## config.mk

```make
export PLATFORM = sky130hd
export DESIGN_NAME = pma_tx_link_sequencer_flat
export DESIGN_NICKNAME = d
export VERILOG_FILES = /design/src/rtl/pma_tx_seq_pkg.sv /design/src/rtl/pma_tx_link_sequencer_if.sv /design/src/rtl/pma_tx_skp_timer.sv /design/src/rtl/pma_tx_link_sequencer.sv /design/src/flat_wrapper.sv
export SDC_FILE = /design/constraint.sdc
export NUM_CORES = 1
export LEC_CHECK = 0
export BUFFER_PORTS_ARGS = -buffer_cell sky130_fd_sc_hd__buf_4
export CORE_ASPECT_RATIO = 0.75
export CORE_UTILIZATION = 59
export CTS_BUF_LIST = sky130_fd_sc_hd__clkbuf_8 sky130_fd_sc_hd__clkbuf_16
export DETAILED_ROUTE_END_ITERATION = 16
export GPL_ROUTABILITY_DRIVEN = 0
export PLACE_DENSITY_LB_ADDON = 0.3
export SYNTH_ARGS = -nofsm -noshare
export SYNTH_HDL_FRONTEND = slang
export SYNTH_SLANG_ARGS = --single-unit
```

## constraint.sdc

```tcl
create_clock -name Word_Rate_Clk -period 4.4 [get_ports Word_Rate_Clk]
set_clock_uncertainty 0.1 [all_clocks]
set_input_delay 1.1 -clock Word_Rate_Clk [delete_from_list [all_inputs] [get_ports Word_Rate_Clk]]
set_output_delay 1.1 -clock Word_Rate_Clk [all_outputs]
set_load 0.01 [all_outputs]
```

## src/rtl/pma_tx_seq_pkg.sv

```systemverilog
// Shared types, symbol bytes and sizing helpers
// for the PMA TX link sequencer.
package pma_tx_seq_pkg;

    typedef enum logic [2:0] {
        ST_IDLE   = 3'd0,
        ST_TRAIN  = 3'd1,
        ST_ACTIVE = 3'd2,
        ST_SKP    = 3'd3,
        ST_COMPL  = 3'd4
    } seq_state_e;

    localparam logic [7:0] SYM_COM   = 8'hBC;
    localparam logic [7:0] SYM_D10_2 = 8'h4A;
    localparam logic [7:0] SYM_SKP   = 8'h1C;
    localparam logic [7:0] SYM_IDL   = 8'h7C;
    localparam logic [7:0] SYM_D21_5 = 8'hB5;

    localparam logic K_CTRL = 1'b1;
    localparam logic K_DATA = 1'b0;

    function automatic int cnt_w(input int n);
        return (n < 2) ? 1 : $clog2(n);
    endfunction

    function automatic int max2(input int a, input int b);
        return (a > b) ? a : b;
    endfunction

endpackage

```

## src/rtl/pma_tx_link_sequencer_if.sv

```systemverilog
// MAC-side valid/ready byte handshake into
// the TX link sequencer.
interface pma_tx_link_sequencer_if;

    logic [7:0] Mac_Data;
    logic       Mac_Valid;
    logic       Mac_Ready;

    modport master (
        output Mac_Data,
        output Mac_Valid,
        input  Mac_Ready
    );

    modport slave (
        input  Mac_Data,
        input  Mac_Valid,
        output Mac_Ready
    );

endinterface

```

## src/rtl/pma_tx_skp_timer.sv

```systemverilog
// Counts ACTIVE symbol slots and flags when a
// SKP ordered set is due.
module pma_tx_skp_timer
    import pma_tx_seq_pkg::*;
#(
    parameter int SKP_INTERVAL = 1180
) (
    input  logic i_clk,
    input  logic i_rst,
    input  logic i_en,
    input  logic i_clr,
    output logic o_skp_due
);

    localparam int W = cnt_w(SKP_INTERVAL);
    localparam logic [W-1:0] LAST = W'(SKP_INTERVAL - 1);

    logic [W-1:0] r_cnt;

    always_ff @(posedge i_clk or posedge i_rst) begin
        if (i_rst) begin
            r_cnt <= '0;
        end else if (i_clr) begin
            r_cnt <= '0;
        end else if (i_en) begin
            r_cnt <= (r_cnt == LAST) ? '0 : r_cnt + W'(1);
        end
    end

    assign o_skp_due = (r_cnt == LAST);

endmodule

```

## src/rtl/pma_tx_link_sequencer.sv

```systemverilog
// TX symbol sequencer: training, MAC data, idle and SKP insertion.
// Define TX_COMPLIANCE_EN to build in the compliance pattern state.
module pma_tx_link_sequencer
    import pma_tx_seq_pkg::*;
#(
    parameter int TS_COUNT     = 16,
    parameter int TS_LEN       = 16,
    parameter int SKP_INTERVAL = 1180,
    parameter int SKP_LEN      = 4
) (
    input  logic                     Word_Rate_Clk,
    input  logic                     Rst,
    input  logic                     Tx_En,
    input  logic                     Train_Req,
    input  logic                     Compliance_Req,
    pma_tx_link_sequencer_if.slave   mac,
    output logic [7:0]               Tx_Symbol,
    output logic                     Tx_Symbol_K,
    output logic                     MAC_Data_En,
    output logic                     Link_Up,
    output logic [2:0]               Seq_State
);

    localparam int SYM_W = cnt_w(max2(TS_LEN, max2(SKP_LEN, 4)));
    localparam int SET_W = cnt_w(TS_COUNT);
    localparam logic [SYM_W-1:0] TS_LAST  = SYM_W'(TS_LEN - 1);
    localparam logic [SYM_W-1:0] SKP_LAST = SYM_W'(SKP_LEN - 1);
    localparam logic [SET_W-1:0] SET_LAST = SET_W'(TS_COUNT - 1);

    seq_state_e       r_state;
    logic [SYM_W-1:0] r_sym_cnt;
    logic [SET_W-1:0] r_set_cnt;
    logic [7:0]       r_sym;
    logic             r_k;
    logic             r_en;
    logic             r_link;
    logic             w_skp_due;
    logic             w_ready;
    logic             w_tmr_en;
    logic             w_tmr_clr;

`ifndef TX_COMPLIANCE_EN
    logic w_unused_compl;
    assign w_unused_compl = Compliance_Req;
`endif

    assign w_tmr_en  = (r_state == ST_ACTIVE);
    assign w_tmr_clr = (r_state == ST_TRAIN) || (r_state == ST_SKP);

    pma_tx_skp_timer #(
        .SKP_INTERVAL (SKP_INTERVAL)
    ) u_skp_timer (
        .i_clk     (Word_Rate_Clk),
        .i_rst     (Rst),
        .i_en      (w_tmr_en),
        .i_clr     (w_tmr_clr),
        .o_skp_due (w_skp_due)
    );

    // Refuse a byte on any slot that leaves ACTIVE so none is lost.
    assign w_ready = (r_state == ST_ACTIVE) && Tx_En
                     && !Train_Req && !w_skp_due;
    assign mac.Mac_Ready = w_ready;

    always_ff @(posedge Word_Rate_Clk or posedge Rst) begin
        if (Rst) begin
            r_state   <= ST_IDLE;
            r_sym_cnt <= '0;
            r_set_cnt <= '0;
            r_sym     <= 8'h00;
            r_k       <= 1'b0;
            r_en      <= 1'b0;
            r_link    <= 1'b0;
        end else begin
            unique case (r_state)
                ST_IDLE: begin
                    r_sym  <= 8'h00;
                    r_k    <= K_DATA;
                    r_en   <= 1'b0;
                    r_link <= 1'b0;
                    if (Tx_En) begin
`ifdef TX_COMPLIANCE_EN
                        if (Compliance_Req) r_state <= ST_COMPL;
                        else
`endif
                        r_state <= ST_TRAIN;
                    end
                end
                ST_TRAIN: begin
                    r_en   <= 1'b1;
                    r_link <= 1'b0;
                    r_sym  <= (r_sym_cnt == '0) ? SYM_COM : SYM_D10_2;
                    r_k    <= (r_sym_cnt == '0) ? K_CTRL : K_DATA;
                    if (r_sym_cnt == TS_LAST) begin
                        r_sym_cnt <= '0;
                        if (!Tx_En) begin
                            r_set_cnt <= '0;
                            r_state   <= ST_IDLE;
                        end else if (r_set_cnt == SET_LAST) begin
                            r_set_cnt <= '0;
                            r_state   <= ST_ACTIVE;
                        end else begin
                            r_set_cnt <= r_set_cnt + SET_W'(1);
                        end
                    end else begin
                        r_sym_cnt <= r_sym_cnt + SYM_W'(1);
                    end
                end
                ST_ACTIVE: begin
                    r_en   <= 1'b1;
                    r_link <= 1'b1;
                    if (w_ready && mac.Mac_Valid) begin
                        r_sym <= mac.Mac_Data;
                        r_k   <= K_DATA;
                    end else begin
                        r_sym <= SYM_IDL;
                        r_k   <= K_CTRL;
                    end
                    if (!Tx_En)         r_state <= ST_IDLE;
                    else if (w_skp_due) r_state <= ST_SKP;
                    else if (Train_Req) r_state <= ST_TRAIN;
                end
                ST_SKP: begin
                    r_en   <= 1'b1;
                    r_link <= 1'b0;
                    r_k    <= K_CTRL;
                    r_sym  <= (r_sym_cnt == '0) ? SYM_COM : SYM_SKP;
                    if (r_sym_cnt == SKP_LAST) begin
                        r_sym_cnt <= '0;
                        if (!Tx_En)         r_state <= ST_IDLE;
                        else if (Train_Req) r_state <= ST_TRAIN;
                        else                r_state <= ST_ACTIVE;
                    end else begin
                        r_sym_cnt <= r_sym_cnt + SYM_W'(1);
                    end
                end
`ifdef TX_COMPLIANCE_EN
                ST_COMPL: begin
                    r_en   <= 1'b1;
                    r_link <= 1'b0;
                    unique case (r_sym_cnt[1:0])
                        2'd0: begin r_sym <= SYM_COM;   r_k <= K_CTRL; end
                        2'd1: begin r_sym <= SYM_D21_5; r_k <= K_DATA; end
                        2'd2: begin r_sym <= SYM_COM;   r_k <= K_CTRL; end
                        default: begin
                            r_sym <= SYM_D10_2;
                            r_k   <= K_DATA;
                        end
                    endcase
                    if (r_sym_cnt == SYM_W'(3)) begin
                        r_sym_cnt <= '0;
                        if (!Tx_En || !Compliance_Req) r_state <= ST_IDLE;
                    end else begin
                        r_sym_cnt <= r_sym_cnt + SYM_W'(1);
                    end
                end
`endif
                default: begin
                    r_state   <= ST_IDLE;
                    r_sym_cnt <= '0;
                    r_set_cnt <= '0;
                    r_sym     <= 8'h00;
                    r_k       <= 1'b0;
                    r_en      <= 1'b0;
                    r_link    <= 1'b0;
                end
            endcase
        end
    end

    assign Tx_Symbol   = r_sym;
    assign Tx_Symbol_K = r_k;
    assign MAC_Data_En = r_en;
    assign Link_Up     = r_link;
    assign Seq_State   = r_state;

endmodule

```

## src/flat_wrapper.sv

```systemverilog
// flat-port wrapper written by rule: the top's interface ports become plain ports
module pma_tx_link_sequencer_flat import pma_tx_seq_pkg::*;
#(
    parameter int TS_COUNT     = 16,
    parameter int TS_LEN       = 16,
    parameter int SKP_INTERVAL = 1180,
    parameter int SKP_LEN      = 4
)
  (Word_Rate_Clk, Rst, Tx_En, Train_Req, Compliance_Req, Tx_Symbol, Tx_Symbol_K, MAC_Data_En, Link_Up, Seq_State, mac_Mac_Data, mac_Mac_Valid, mac_Mac_Ready);
  pma_tx_link_sequencer_if mac_i ();
  input  logic Word_Rate_Clk;
  input  logic Rst;
  input  logic Tx_En;
  input  logic Train_Req;
  input  logic Compliance_Req;
  output logic [7:0] Tx_Symbol;
  output logic Tx_Symbol_K;
  output logic MAC_Data_En;
  output logic Link_Up;
  output logic [2:0] Seq_State;
  input wire logic [$bits(mac_i.Mac_Data)-1:0] mac_Mac_Data;
  input wire logic [$bits(mac_i.Mac_Valid)-1:0] mac_Mac_Valid;
  output wire logic [$bits(mac_i.Mac_Ready)-1:0] mac_Mac_Ready;
  assign mac_i.Mac_Data = mac_Mac_Data;
  assign mac_i.Mac_Valid = mac_Mac_Valid;
  assign mac_Mac_Ready = mac_i.Mac_Ready;
  pma_tx_link_sequencer #(.TS_COUNT(TS_COUNT), .TS_LEN(TS_LEN), .SKP_INTERVAL(SKP_INTERVAL), .SKP_LEN(SKP_LEN)) u_core (.Word_Rate_Clk(Word_Rate_Clk), .Rst(Rst), .Tx_En(Tx_En), .Train_Req(Train_Req), .Compliance_Req(Compliance_Req), .mac(mac_i), .Tx_Symbol(Tx_Symbol), .Tx_Symbol_K(Tx_Symbol_K), .MAC_Data_En(MAC_Data_En), .Link_Up(Link_Up), .Seq_State(Seq_State));
endmodule
```

==> flow_summary.toml <==
[run_status]
status = "completed"

[die]
rows = 15
fp.dieW_um = 62.28
fp.coreArea_um2 = 2440
io-pin-count = 29
start_util_pct = 65.90
dieArea_um2 = 2940
die_h_um = 47.21

[routing]
dr.first_iter.drc_count = 115
drcViolationCount = 0
routed_wl_mm = 3.519
ant_nets = 0
num_vias = 1379
wl_per_cell_um = 15.04
vias_per_cell = 5.893
drt_first_pass_iters = 4

[clock_tree]
clockBufferDepth = 2
clk_pin_slew_ns = 0.06
cts_setup_buffers = 0
clk_latency_ns = 0.29
cts_resized = 0
numCtsBuffers = 5
cts_tree = "done"
htree_levels = 2
numClockSinks = 32
postCtsHoldBufs = 0
cts-root-buf = "clkbuf_8"

[critical_path]
r2r_cells = 5
cp_data_required_time_ns = 3.20
cp_cell_sequence = "ha_1 -> or4bb_1 -> o31ai_1 -> nor3b_1 -> buf_4"
critPathKind = "reg2out"
end_kind = "output port"
worst_setup_path_start_kind = "flip-flop"
slowest_stage = "o31ai_1"
cpPeakStageDelay_ns = 0.61
arrival_ns = 2.29
path_max_fanout = 7

[global_routing]
first_global_vias = 1272
track_usage_pct = 27.81
overflow = 0
antenna_found_initial = 0
grt_max_degree = 32
grt_pass1_wl_mm = 5.878

[yosys]
ys_types = 38
seq_area_frac_synth_pct = 49.81
netlist_area_um2 = 1608
synth-edff-count = 0
yosys.area_share.simple_pct = 23.66
synth_compound_area_share_pct = 16.50
ys_ff_latch = 32
synth_top_area_share_pct = 49.81
syn_nets = 191
synth_top_family_by_area = "simple AND/OR/NAND/NOR gates"
yosys-mux-area-fraction_pct = 0
synth.largest_area_cell = "dfrtp_1"
yosys_warnings = 0
synth_xor_area_share_pct = 1.089
syn_avg_cell_area_um2 = 9.294
synthTopCellsByArea = "dfrtp_1, o21ai_0, a21oi_1"
synthCells = 173
synth-adder-area-share_pct = 3.113
synth_flop_cell = "dfrtp_1"
async_reset_ff_share_pct = 100.0

[final_layout]
antenna_cells = 0
n_fill_cell = 164
seq_area_um2 = 800.8
syn2layout_area_growth_pct = 19.61
num-nets-final = 217
layout_common_cells = "dfrtp_1, buf_4, nand2_1"
layoutNonFillerInstCount = 234
multi_input_area_um2 = 716.9
utilization_pct = 78.82
layout.cells.most_common = "dfrtp_1"
drive_gt1_share_pct = 19.00

[sta]
holdWs_ns = 0.4157
final.setup.tns_ns = 0
setup_ws_ns = 0.9085
maxSlewViolCount = 0
fin_crit_ns = 3.492
report.final.hold_viol_count = 0
rsz0062_at_grt = "no"
fin_crit_sh_pct = 79.35
setup_viol_count_final = 0
relSlewSlack_pct = 25.30
worst_pin_slew_ns = 1.119
fmax_mhz = 286.4

[worst_hold_path]
min_path_cells = 1
hp-class = "reg2reg"

[pwr]
vdd_ir_drop_max_mv = 0.5512
total_leakage_power_uw = 0.0008987
power_density_nw_per_um2 = 500.6

[place]
numPortBuffers = 26
hpwl_mm = 2.469
dp_slack_ns = 1.245
dpl.cell_count = 226

[run]
maxCapViolCount = 0
## worst paths after layout
check	start	end	slack, ns
setup / recovery	u_core.u_skp_timer.r_cnt[0]	mac_Mac_Ready	0.91
hold / removal	u_core.u_skp_timer.r_cnt[0]	u_core.u_skp_timer.r_cnt[0]	0.42
setup reg to reg	u_core.u_skp_timer.r_cnt[0]	u_core.u_skp_timer.r_cnt[3]	2.08
hold reg to reg	u_core.u_skp_timer.r_cnt[0]	u_core.u_skp_timer.r_cnt[0]	0.42
max in group asynchronous	Rst	u_core.u_skp_timer.r_cnt[0]	2.52
min in group asynchronous	Rst	u_core.Tx_Symbol[7]	1.00
## report_power, final
part	leakage [µW]	switching (µW)	internal, µW
logic	0.000440	141	121
registers	0.000404	60.6	359
clock network	0.0000541	112	167
## Yosys cell counts (all sizes together) (6+ instances only)
| library cell | number |
|---|---|
| clkbuf | 6 |
| nand2 | 17 |
| nor2b | 6 |
| nor2 | 9 |
| nand3 | 11 |
| o21ai | 16 |
| dfrtp | 32 |
| inv | 13 |
| a21oi | 13 |
## routing by layer
layer | global-route usage, % | up-vias | part of all wire (%)
li1 | - | 658 | -
met1 | 33.95 | 645 | 43
met2 | 46.59 | 67 | 47
met3 | 8.495 | 9 | 8.0
met4 | 14.88 | 0 | 1.5
met5 | 0 | - | 0
## flip-flops by register name, summed over array words and instances, names as in the netlist
register	count
u_core.Tx_Symbol	8
u_core.u_skp_timer.r_cnt	11
u_core.MAC_Data_En	1
u_core.r_set_cnt	4
u_core.r_sym_cnt	4
u_core.Tx_Symbol_K	1
u_core.Link_Up	1
u_core.Seq_State	2
## critical path: cells and delay by family (launching register included)
family | cells | cell delay (ns)
AO/OA/AOI/OAI | 1 | 0.61
adder cells (fa/ha/maj) | 1 | 0.25
buffers and inverters | 1 | 0.18
flip-flops | 1 | 0.38
AND/OR/NAND/NOR | 2 | 0.59
## stage by stage
stage | total power, µW | area, µm²
final | 962.7 | 1923
after global routing | 1024 | 1923
after CTS | 965.0 | 1923
after detailed placement | 682.2 | 1812
after global placement | 659.4 | 1812
after floorplan | 578.5 | 1608
## final cells by class
type / instances / area share, %
clock buffer: 5 / 3.578
clock inverter: 3 / 2.212
inverter: 13 / 2.537
multi-input combinational: 120 / 37.28
sequential: 32 / 41.64
tap: 34 / 2.212
timing repair buffer: 27 / 10.54
## cell families after synthesis
family | Yosys count
fa+ha+maj | 4
xor+xnor | 2
buf+inv | 21
other cells | 1
compound gates | 44
flops | 32
simple gates | 69
No activity file was read; power rests on OpenSTA's default activity.
